==> config.mk <==
export PLATFORM = sky130hd
export DESIGN_NAME = mem_port_arbiter
export DESIGN_NICKNAME = d
export VERILOG_FILES = /design/src/rtl/mem_port_arbiter_pkg.sv /design/src/rtl/arb_rr_pick.sv /design/src/rtl/mux_4_1.sv /design/src/rtl/mem_port_arbiter.sv
export SDC_FILE = /design/constraint.sdc
export NUM_CORES = 1
export LEC_CHECK = 0
export CORE_MARGIN = 1
export CORE_UTILIZATION = 24
export DETAILED_ROUTE_END_ITERATION = 8
export PLACE_DENSITY = 0.75
export SYNTH_ARGS = -nofsm -noshare
export SYNTH_HDL_FRONTEND = slang
export SYNTH_SLANG_ARGS = --single-unit
==> constraint.sdc <==
create_clock -name clk -period 1.5 [get_ports clk]
set_clock_uncertainty 0.15 [all_clocks]
set_input_delay 0.3 -clock clk [delete_from_list [all_inputs] [get_ports clk]]
set_output_delay 0.3 -clock clk [all_outputs]
set_load 0.02 [all_outputs]
==> src/rtl/mem_port_arbiter_pkg.sv <==
// mem_port_arbiter_pkg: shared requester count, FSM state and requester index type
package mem_port_arbiter_pkg;
  localparam int NUM_REQ = 4;
  typedef enum logic {IDLE, OWN} state_t;
  typedef logic [1:0] idx_t;
endpackage

==> src/rtl/arb_rr_pick.sv <==
// arb_rr_pick: rotate-priority picker; req in, ptr = last owner, win = first set req after ptr, found = any req
module arb_rr_pick
  import mem_port_arbiter_pkg::*;
(
  input  logic [NUM_REQ-1:0] req,
  input  idx_t               ptr,
  output idx_t               win,
  output logic               found
);
  // scan farthest offset first so the nearest set bit after ptr wins
  always_comb begin
    win = ptr;
    for (int i = NUM_REQ; i >= 1; i--)
      if (req[ptr + idx_t'(i)]) win = ptr + idx_t'(i);
  end
  assign found = |req;
endmodule

==> src/rtl/mux_4_1.sv <==
// mux_4_1: 4:1 bus mux; a..d data in, sel index, y selected bus out
module mux_4_1 #(
  parameter int bus_size = 32
) (
  input  logic [bus_size-1:0] a,
  input  logic [bus_size-1:0] b,
  input  logic [bus_size-1:0] c,
  input  logic [bus_size-1:0] d,
  input  logic [1:0]          sel,
  output logic [bus_size-1:0] y
);
  assign y = sel[1] ? (sel[0] ? d : c) : (sel[0] ? b : a);
endmodule

==> src/rtl/mem_port_arbiter.sv <==
// mem_port_arbiter: round-robin owner of one memory port among 4 requesters.
//   in : clk, rst_n (async low), req[3:0], done[3:0], a..d[bus_size], mem_ready
//   out: gnt[3:0] one-hot, select[1:0], bus_out (comb mux), bus_valid, timeout
//   ARB_TIMEOUT_EN: revoke a grant held HOLD_MAX cycles and pulse timeout
module mem_port_arbiter
  import mem_port_arbiter_pkg::*;
#(
  parameter int bus_size = 32,
  parameter int HOLD_MAX = 16
) (
  input  logic                clk,
  input  logic                rst_n,
  input  logic [NUM_REQ-1:0]  req,
  input  logic [NUM_REQ-1:0]  done,
  input  logic [bus_size-1:0] a,
  input  logic [bus_size-1:0] b,
  input  logic [bus_size-1:0] c,
  input  logic [bus_size-1:0] d,
  input  logic                mem_ready,
  output logic [NUM_REQ-1:0]  gnt,
  output logic [1:0]          select,
  output logic [bus_size-1:0] bus_out,
  output logic                bus_valid,
  output logic                timeout
);
  if (HOLD_MAX < 2 || HOLD_MAX > 255) begin : g_bad_hold
    $error("HOLD_MAX must be 2..255");
  end
  state_t state_q, state_d;
  logic [NUM_REQ-1:0] gnt_q, gnt_d;
  idx_t sel_q, sel_d, ptr_q, ptr_d, win;
  logic valid_q, valid_d, found, grant, rel, own_done, own_drop, expire;
  arb_rr_pick u_pick (.req(req), .ptr(ptr_q), .win(win), .found(found));
  mux_4_1 #(bus_size) u_mux (.a(a), .b(b), .c(c), .d(d), .sel(sel_q), .y(bus_out));
  // sel_q is the owner index whenever state_q is OWN
  assign own_done = done[sel_q];
  assign own_drop = !req[sel_q];
  assign grant    = state_q == IDLE && found && mem_ready;
  assign rel      = state_q == OWN && (own_done || own_drop || expire);
`ifdef ARB_TIMEOUT_EN
  localparam int CW = $clog2(HOLD_MAX);
  localparam logic [CW-1:0] LIM = CW'(HOLD_MAX - 1);
  logic [CW-1:0] cnt_q, cnt_d;
  logic to_q, to_d;
  // cnt_q counts completed owned cycles, so the HOLD_MAX-th owned edge sees LIM
  assign expire = state_q == OWN && cnt_q == LIM;
  always_comb begin
    cnt_d = grant ? '0 : (state_q == OWN && cnt_q != LIM) ? cnt_q + CW'(1) : cnt_q;
    to_d  = expire && !own_done && !own_drop;
  end
  always_ff @(posedge clk or negedge rst_n)
    if (!rst_n) begin
      cnt_q <= '0;
      to_q  <= 1'b0;
    end else begin
      cnt_q <= cnt_d;
      to_q  <= to_d;
    end
  assign timeout = to_q;
`else
  assign expire  = 1'b0;
  assign timeout = 1'b0;
`endif
  always_ff @(posedge clk or negedge rst_n)
    if (!rst_n) begin
      state_q <= IDLE;
      gnt_q   <= '0;
      sel_q   <= '0;
      ptr_q   <= 2'd3;
      valid_q <= 1'b0;
    end else begin
      state_q <= state_d;
      gnt_q   <= gnt_d;
      sel_q   <= sel_d;
      ptr_q   <= ptr_d;
      valid_q <= valid_d;
    end
  always_comb state_d = grant ? OWN : rel ? IDLE : state_q;
  always_comb begin
    gnt_d   = grant ? NUM_REQ'(1) << win : rel ? '0 : gnt_q;
    sel_d   = grant ? win : sel_q;
    valid_d = grant ? 1'b1 : rel ? 1'b0 : valid_q;
    ptr_d   = rel ? sel_q : ptr_q;
  end
  assign gnt       = gnt_q;
  assign select    = sel_q;
  assign bus_valid = valid_q;
endmodule
==> results.sh <==
export IMPL_regArea_sq_um=230
export IMPL_p_seq_share_pct=9.3
export IMPL_crit_required_ns=1.05
export IMPL_synthCells=113
export IMPL_rows=27
export IMPL_start_kind="flop"
export IMPL_root_buffer="clkbuf_8"
export IMPL_fin_ws_ns=-0.548
export IMPL_hold_path_class="input pin to asynchronous set/reset pin"
export IMPL_p_clk_share_pct=4.7
export IMPL_synth_warning_count=0
export IMPL_antenna_left=0
export IMPL_crit_arrival_ns=1.60
export IMPL_multi_input_area_sq_um=1200
export IMPL_fmax_ghz=0.488
export IMPL_maxSlewViolCount=0
export IMPL_routed_via_density=5.08
export IMPL_fin_nets=455
export IMPL_rsz0062_at_grt="true"
export IMPL_clk_pin_slew_ns=0.05
export IMPL_die_area_sq_um=6360
export IMPL_wl_per_cell_um=19.7
export IMPL_dr_first_iter_drc_count=57
export IMPL_p_int_mw=3.58
export IMPL_synthArstFlopShare_pct=100
export IMPL_utilization_pct=66.4
export IMPL_die_h_um=79.7
export IMPL_ys_seq_area_share_pct=15.7
export IMPL_synth_area_sq_um=1450
export IMPL_gp_congestion=0.886
export IMPL_p_per_area_nw_per_um2=1600
export IMPL_cts_max_level=1
export IMPL_dieWidth_um=79.7
export IMPL_area_delta_synth_final_pct=160
export IMPL_switchingPower_mw=2.46
export IMPL_synth_edf_count=0
export IMPL_syn_num_nets=252
export IMPL_synth_seq_cells=9
export IMPL_portBuffers=177
export IMPL_outcome="finished with violations"
export IMPL_yosys_cell_types_count=39
export IMPL_violations="setup timing"
export IMPL_hold_buffers=0
export IMPL_crit_type="flop to primary output"
export IMPL_syn_area_per_cell_sq_um=12.8
export IMPL_synth_most_common_cell="mux4_2"
export IMPL_combPwrFrac_pct=86.0
export IMPL_firstDrtPassIters=4
export IMPL_end_kind="primary output"
export IMPL_grt_pass1_wl_mm=10.8
export IMPL_ys_top_cells_by_area="mux4_2 48%, dfrtp_1 12%, dfstp_2 3.6%"
export IMPL_clkSinkCount=9
export IMPL_drc_errors=0
export IMPL_grt_util_all_layers_pct=22.6
export IMPL_antenna_found_initial=0
export IMPL_drv_cap=0
export IMPL_vias=1965
export IMPL_max_vdd_ir_drop_mv=1.08
export IMPL_sw_frac_of_total_pct=40.8
export IMPL_io_pins=179
export IMPL_cts_buffers=3
export IMPL_wl_mm=7.61
export IMPL_period_share_pct=137
export IMPL_grt_max_degree=17
export IMPL_clk_latency_ns=0.23
export IMPL_core_sq_um=5680
export IMPL_p_leak_nw=1.48
export IMPL_start_util_pct=25.6
export IMPL_synth_top_area_cell="mux4_2"
export IMPL_synth_flop_cell="dfrtp_1"
export IMPL_finalHoldViolations=0
export IMPL_ys_top_cells_by_count="31 x mux4_2, 9 x nand2_1, 7 x dfrtp_1, 6 x o21ai_0"
export IMPL_ff2ff_setup_slack_ns=-0.45
export IMPL_preCtsSetupSlack_ns=-0.718
export IMPL_finalCriticalPeriod_ns=2.05
export IMPL_clockBufferDepth=2
export IMPL_dp_hpwl_mm=5.91
export IMPL_final_layout_size_suffix_gt1_share_pct=40.3
export IMPL_grt_pass1_vias=2031
export IMPL_p_total_mw=6.04
export IMPL_n_fill_cell=445
export IMPL_grt_overflow=0
export IMPL_final_setup_viol_count=39
export IMPL_cp_max_fo=7
export IMPL_synth_top_area_share_pct=48.1
export IMPL_n_antenna_cell=0
export IMPL_cts_tree="built"
-- layer usage --
layer	vias up	GRT usage [%]	part of all wire, %
li1	890	-	-
met1	939	24.8	34
met2	116	42.5	54
met3	20	5.60	9.5
met4	0	6.61	2.7
met5	-	0	0
-- sequential cells by signal, summed over array words and instances (netlist names) --
name,flops
select,2
bus_valid,1
ptr_q,2
gnt,4
-- path summary, 6_finish.rpt --
check | to | start | cells past startpoint
max | bus_out[6] | select[0]$_DFFE_PN0P_ | 4
min | gnt[1]$_DFFE_PN0P_ | rst_n | 1
max reg2reg | ptr_q[0]$_DFFE_PN1P_ | select[0]$_DFFE_PN0P_ | 7
min reg2reg | gnt[3]$_DFFE_PN0P_ | gnt[3]$_DFFE_PN0P_ | 2
max in group asynchronous | ptr_q[1]$_DFFE_PN1P_ | rst_n | 1
min in group clk | gnt[3]$_DFFE_PN0P_ | gnt[3]$_DFFE_PN0P_ | 2
-- stage by stage --
stage | instances | hold WS (ns) | setup TNS, ns | instance area (sq um)
finish | 387 | 0.205 | -19.27 | 3770
global route | 387 | 0.239 | -21.97 | 3770
CTS | 387 | 0.226 | -20.00 | 3710
detailed placement | 370 | 0.391 | -26.66 | 3440
global placement | 370 | 0.391 | -25.86 | 3440
floorplan | 113 | -0.146 | -9.13 | 1500
-- power by group through the flow --
stage	Combinational (mW)	Clock, mW	Sequential (mW)
CTS	5.15	0.285	0.549
floorplan	2.60	0	0.569
global route	5.48	0.303	0.580
finish	5.20	0.283	0.560
detailed placement	4.47	0	0.547
global placement	4.44	0	0.536
-- cell type report --
class                   count  area share, %
repair buffers            212           57.9
clock buffers               4           1.20
multi-input cells          86           32.0
flip-flops and latches      9           6.11
well taps                  72           2.39
inverters                   4          0.399
-- cell families (layout without fill, tap and decap cells) --
logic type	Yosys count	after routing	share of synthesized area (%)
other	1	1	0.259
and+or+nand+nor	23	24	9.23
muxes	34	34	51.8
buffers and inverters	19	220	7.68
AOI/OAI and AO/OA	27	27	15.4
DFF	9	9	15.7
-- worst max-delay path, stage by stage (launching register included) --
cell     delay [ns]
dfrtp_2        0.49
buf_6          0.14
buf_6          0.10
mux4_2         0.50
buf_6          0.15
-- cell usage in the layout (no fill, tap or decap), drive strengths merged, types with 2 or more instances in the layout --
| cell type | instances |
|---|---|
| a211oi | 2 |
| a21oi | 2 |
| a31oi | 2 |
| buf | 68 |
| clkbuf | 5 |
| clkdlybuf4s15 | 3 |
| clkdlybuf4s50 | 134 |
| dfrtp | 7 |
| dfstp | 2 |
| dlygate4sd2 | 6 |
| inv | 4 |
| mux2 | 2 |
| mux4 | 32 |
| nand2 | 9 |
| nand2b | 2 |
| nand3 | 2 |
| nor2 | 2 |
| o21ai | 6 |
| o21bai | 2 |
| o22ai | 5 |
| or4b | 2 |
-- repair_timing --
action / CTS / global route
buffers inserted: 9 / 2
setup endpoints to repair: 48 / 43
gates resized for setup: 219 / 33
pin swaps: 7 / 4
gates cloned: 4 / 1
(Power assumes the default switching activity.)
==> edit (config.mk and constraints unchanged) <==
Set the package constant `NUM_REQ` to 8 (it was 4).
--- a/src/rtl/mem_port_arbiter_pkg.sv
+++ b/src/rtl/mem_port_arbiter_pkg.sv
@@ -2,3 +2,3 @@
 package mem_port_arbiter_pkg;
-  localparam int NUM_REQ = 4;
+  localparam int NUM_REQ = 8;
   typedef enum logic {IDLE, OWN} state_t;
Interface: changed (resized done, gnt and req); port bits go from 179 to 191. No check against the original RTL was run, so the function may have changed too.
==> edit against the original RTL <==
The flow still finishes with violations (setup timing). Critical path depth did not move. Final area fell by 3.1%. Final cell count down 3.4%. Power decreased by 2.8%. Sequential cell count unchanged. Utilization increased by 3.8 points. Setup slack gained 35 ps. Routed wire length is 10% lower. Synthesized area is 8.4% lower. Non-clock buffer count decreased by 2. Synthesized cell count is 11% lower. Critical endpoint is now bus_out[10].
==> edit: results (changes against the original RTL) <==
[run_status]
status = finished, violations left
violations = setup timing

[synth]
ys_warn_count = 0  ; unchanged
netlist_top_cells_area = mux4_2, dfrtp_1, dfstp_2
synth.distinct_cells = 34  ; -13%
synth_common_cells = mux4_2, nand2_1, dfrtp_1, buf_4
synthArstFlopShare_pct = 100  ; unchanged
yosys_most_used_dff = dfrtp_1
yosysSeqAreaShare_pct = 17.1  ; +1.4 points

[detailed_routing]
detail_route.iter0.violations = 49  ; -14%
vias = 1787  ; -9.1%
wl_per_cell_um = 18.2  ; -7.2%
first_pass_iters = 4  ; unchanged

[placed_design]
place_area_um2 = 3400  ; -1.2%
hpwl_um = 5430  ; -8.2%
gp_congestion = 0.765  ; -14%
portBuffers = 181  ; +2.3%
place_ws_ps = -720  ; -2.70 ps

[layout]
largest_register_ffs = 4  ; unchanged
layout.nets = 452  ; -0.66%
num-fill-cells = 384  ; -14%
drive_gt1_share_pct = 41.4  ; +1.1 points

[global_route]
grt.total_usage_pct = 23.5  ; +0.91 points
grt_pass1_vias = 1926  ; -5.2%
grt_pass1_wl_um = 10600  ; -2.0%
grt_start_max_net_pins = 19  ; +2

[min_path]
hold_path.class = in -> async

[clock_network]
clk_transition_reported_paths_ps = 40
ctsHtreeMaxLevel = 1  ; unchanged
clockBufferDepth = 2  ; unchanged
cts_root_buffer = clkbuf_8
cts_buffers = 3  ; unchanged

[sta]
setup_viol = 41  ; +5.1%
layout_setup_ws_ps = -513  ; +34.8 ps

[power]
intPower_mw = 3.51  ; -1.9%
peakVddDrop_mv = 1.06  ; -1.9%
p_leak_nw = 1.46  ; -1.5%

[critical_path]
crit_fanout = 6  ; -1
max_stage_delay_ps = 510
path_delay_family = multiplexers

[edit: changes by cell type after synthesis, moves of 2 or more]
cell and delta:
clkbuf_1 +3, o21ai_0 -3, o22ai_1 -3, buf_1 -2, inv_1 -2, nand2b_1 +2, o21bai_1 -2, or4_1 +2
or4b_1 -2
[edit: power groups by stage]
stage                     Sequential [mW]  Combinational, mW  Clock (mW)
after floorplan                     0.579               2.53           0
after global placement              0.521               4.42           0
after detailed placement            0.519               4.45           0
after CTS                           0.490               4.56       0.288
after global routing                0.518               5.35       0.298
final                               0.494               5.10       0.281
[edit: kinds of logic after synthesis]
family | synth area share (%)
other cells | 0.282
simple gates | 10.2
flops | 17.1
buf+inv | 7.44
mux | 55.8
compound gates | 9.13
[edit: per-stage QoR]
stage / instances / TNS [ps]
finish: 374 / -18100
global route: 374 / -20000
CTS: 372 / -17730
detailed placement: 361 / -26900
global placement: 361 / -26440
floorplan: 105 / -8280
[edit: repair_timing]
action,4_1_cts,5_1_grt
setup endpoints to repair,48,42
pin swaps,11,6
resized for setup,203,50
endpoints found under the hold margin,0,0
buffers inserted,6,2
gates cloned,1,2
[edit: metal layers]
layer,vias to the layer above,routed length [um],GRT usage (%),share of wire [%]
met5,-,0,0,0
met4,0,93,6.15,1.4
met3,9,432,2.87,6.3
met2,94,3770,43.6,55
met1,865,2530,28.5,37
li1,819,-,-,-
[edit: final timing paths]
check	startpoint	end	slack, ps	cells past startpoint
max in group asynchronous	rst_n	ptr_q[1]	660	1
min in group clk	req[3]	gnt[2]	360	4
min reg2reg	gnt[2]	gnt[2]	380	2
max reg2reg	select[0]	ptr_q[0]	-370	7
min	rst_n	gnt[0]	210	1
max	select[0]	bus_out[10]	-510	4
[edit: final cells by class]
type	count	area, um2	share of cell area, %
Timing Repair Buffer	210	2170	59.5
Multi-Input combinational cell	79	1110	30.4
Sequential cell	9	230	6.31
Tap cell	70	87.6	2.40
Clock buffer	4	45.0	1.23
Inverter	2	7.51	0.206
[edit: worst reg2reg max path: cells and delay by family, from the launching register on]
family                 cells  cell delay [ps]
AOI/OAI and AO/OA          1              250
and+or+nand+nor            2              170
buffers and inverters      3              470
DFF                        1              420
muxes                      1              330
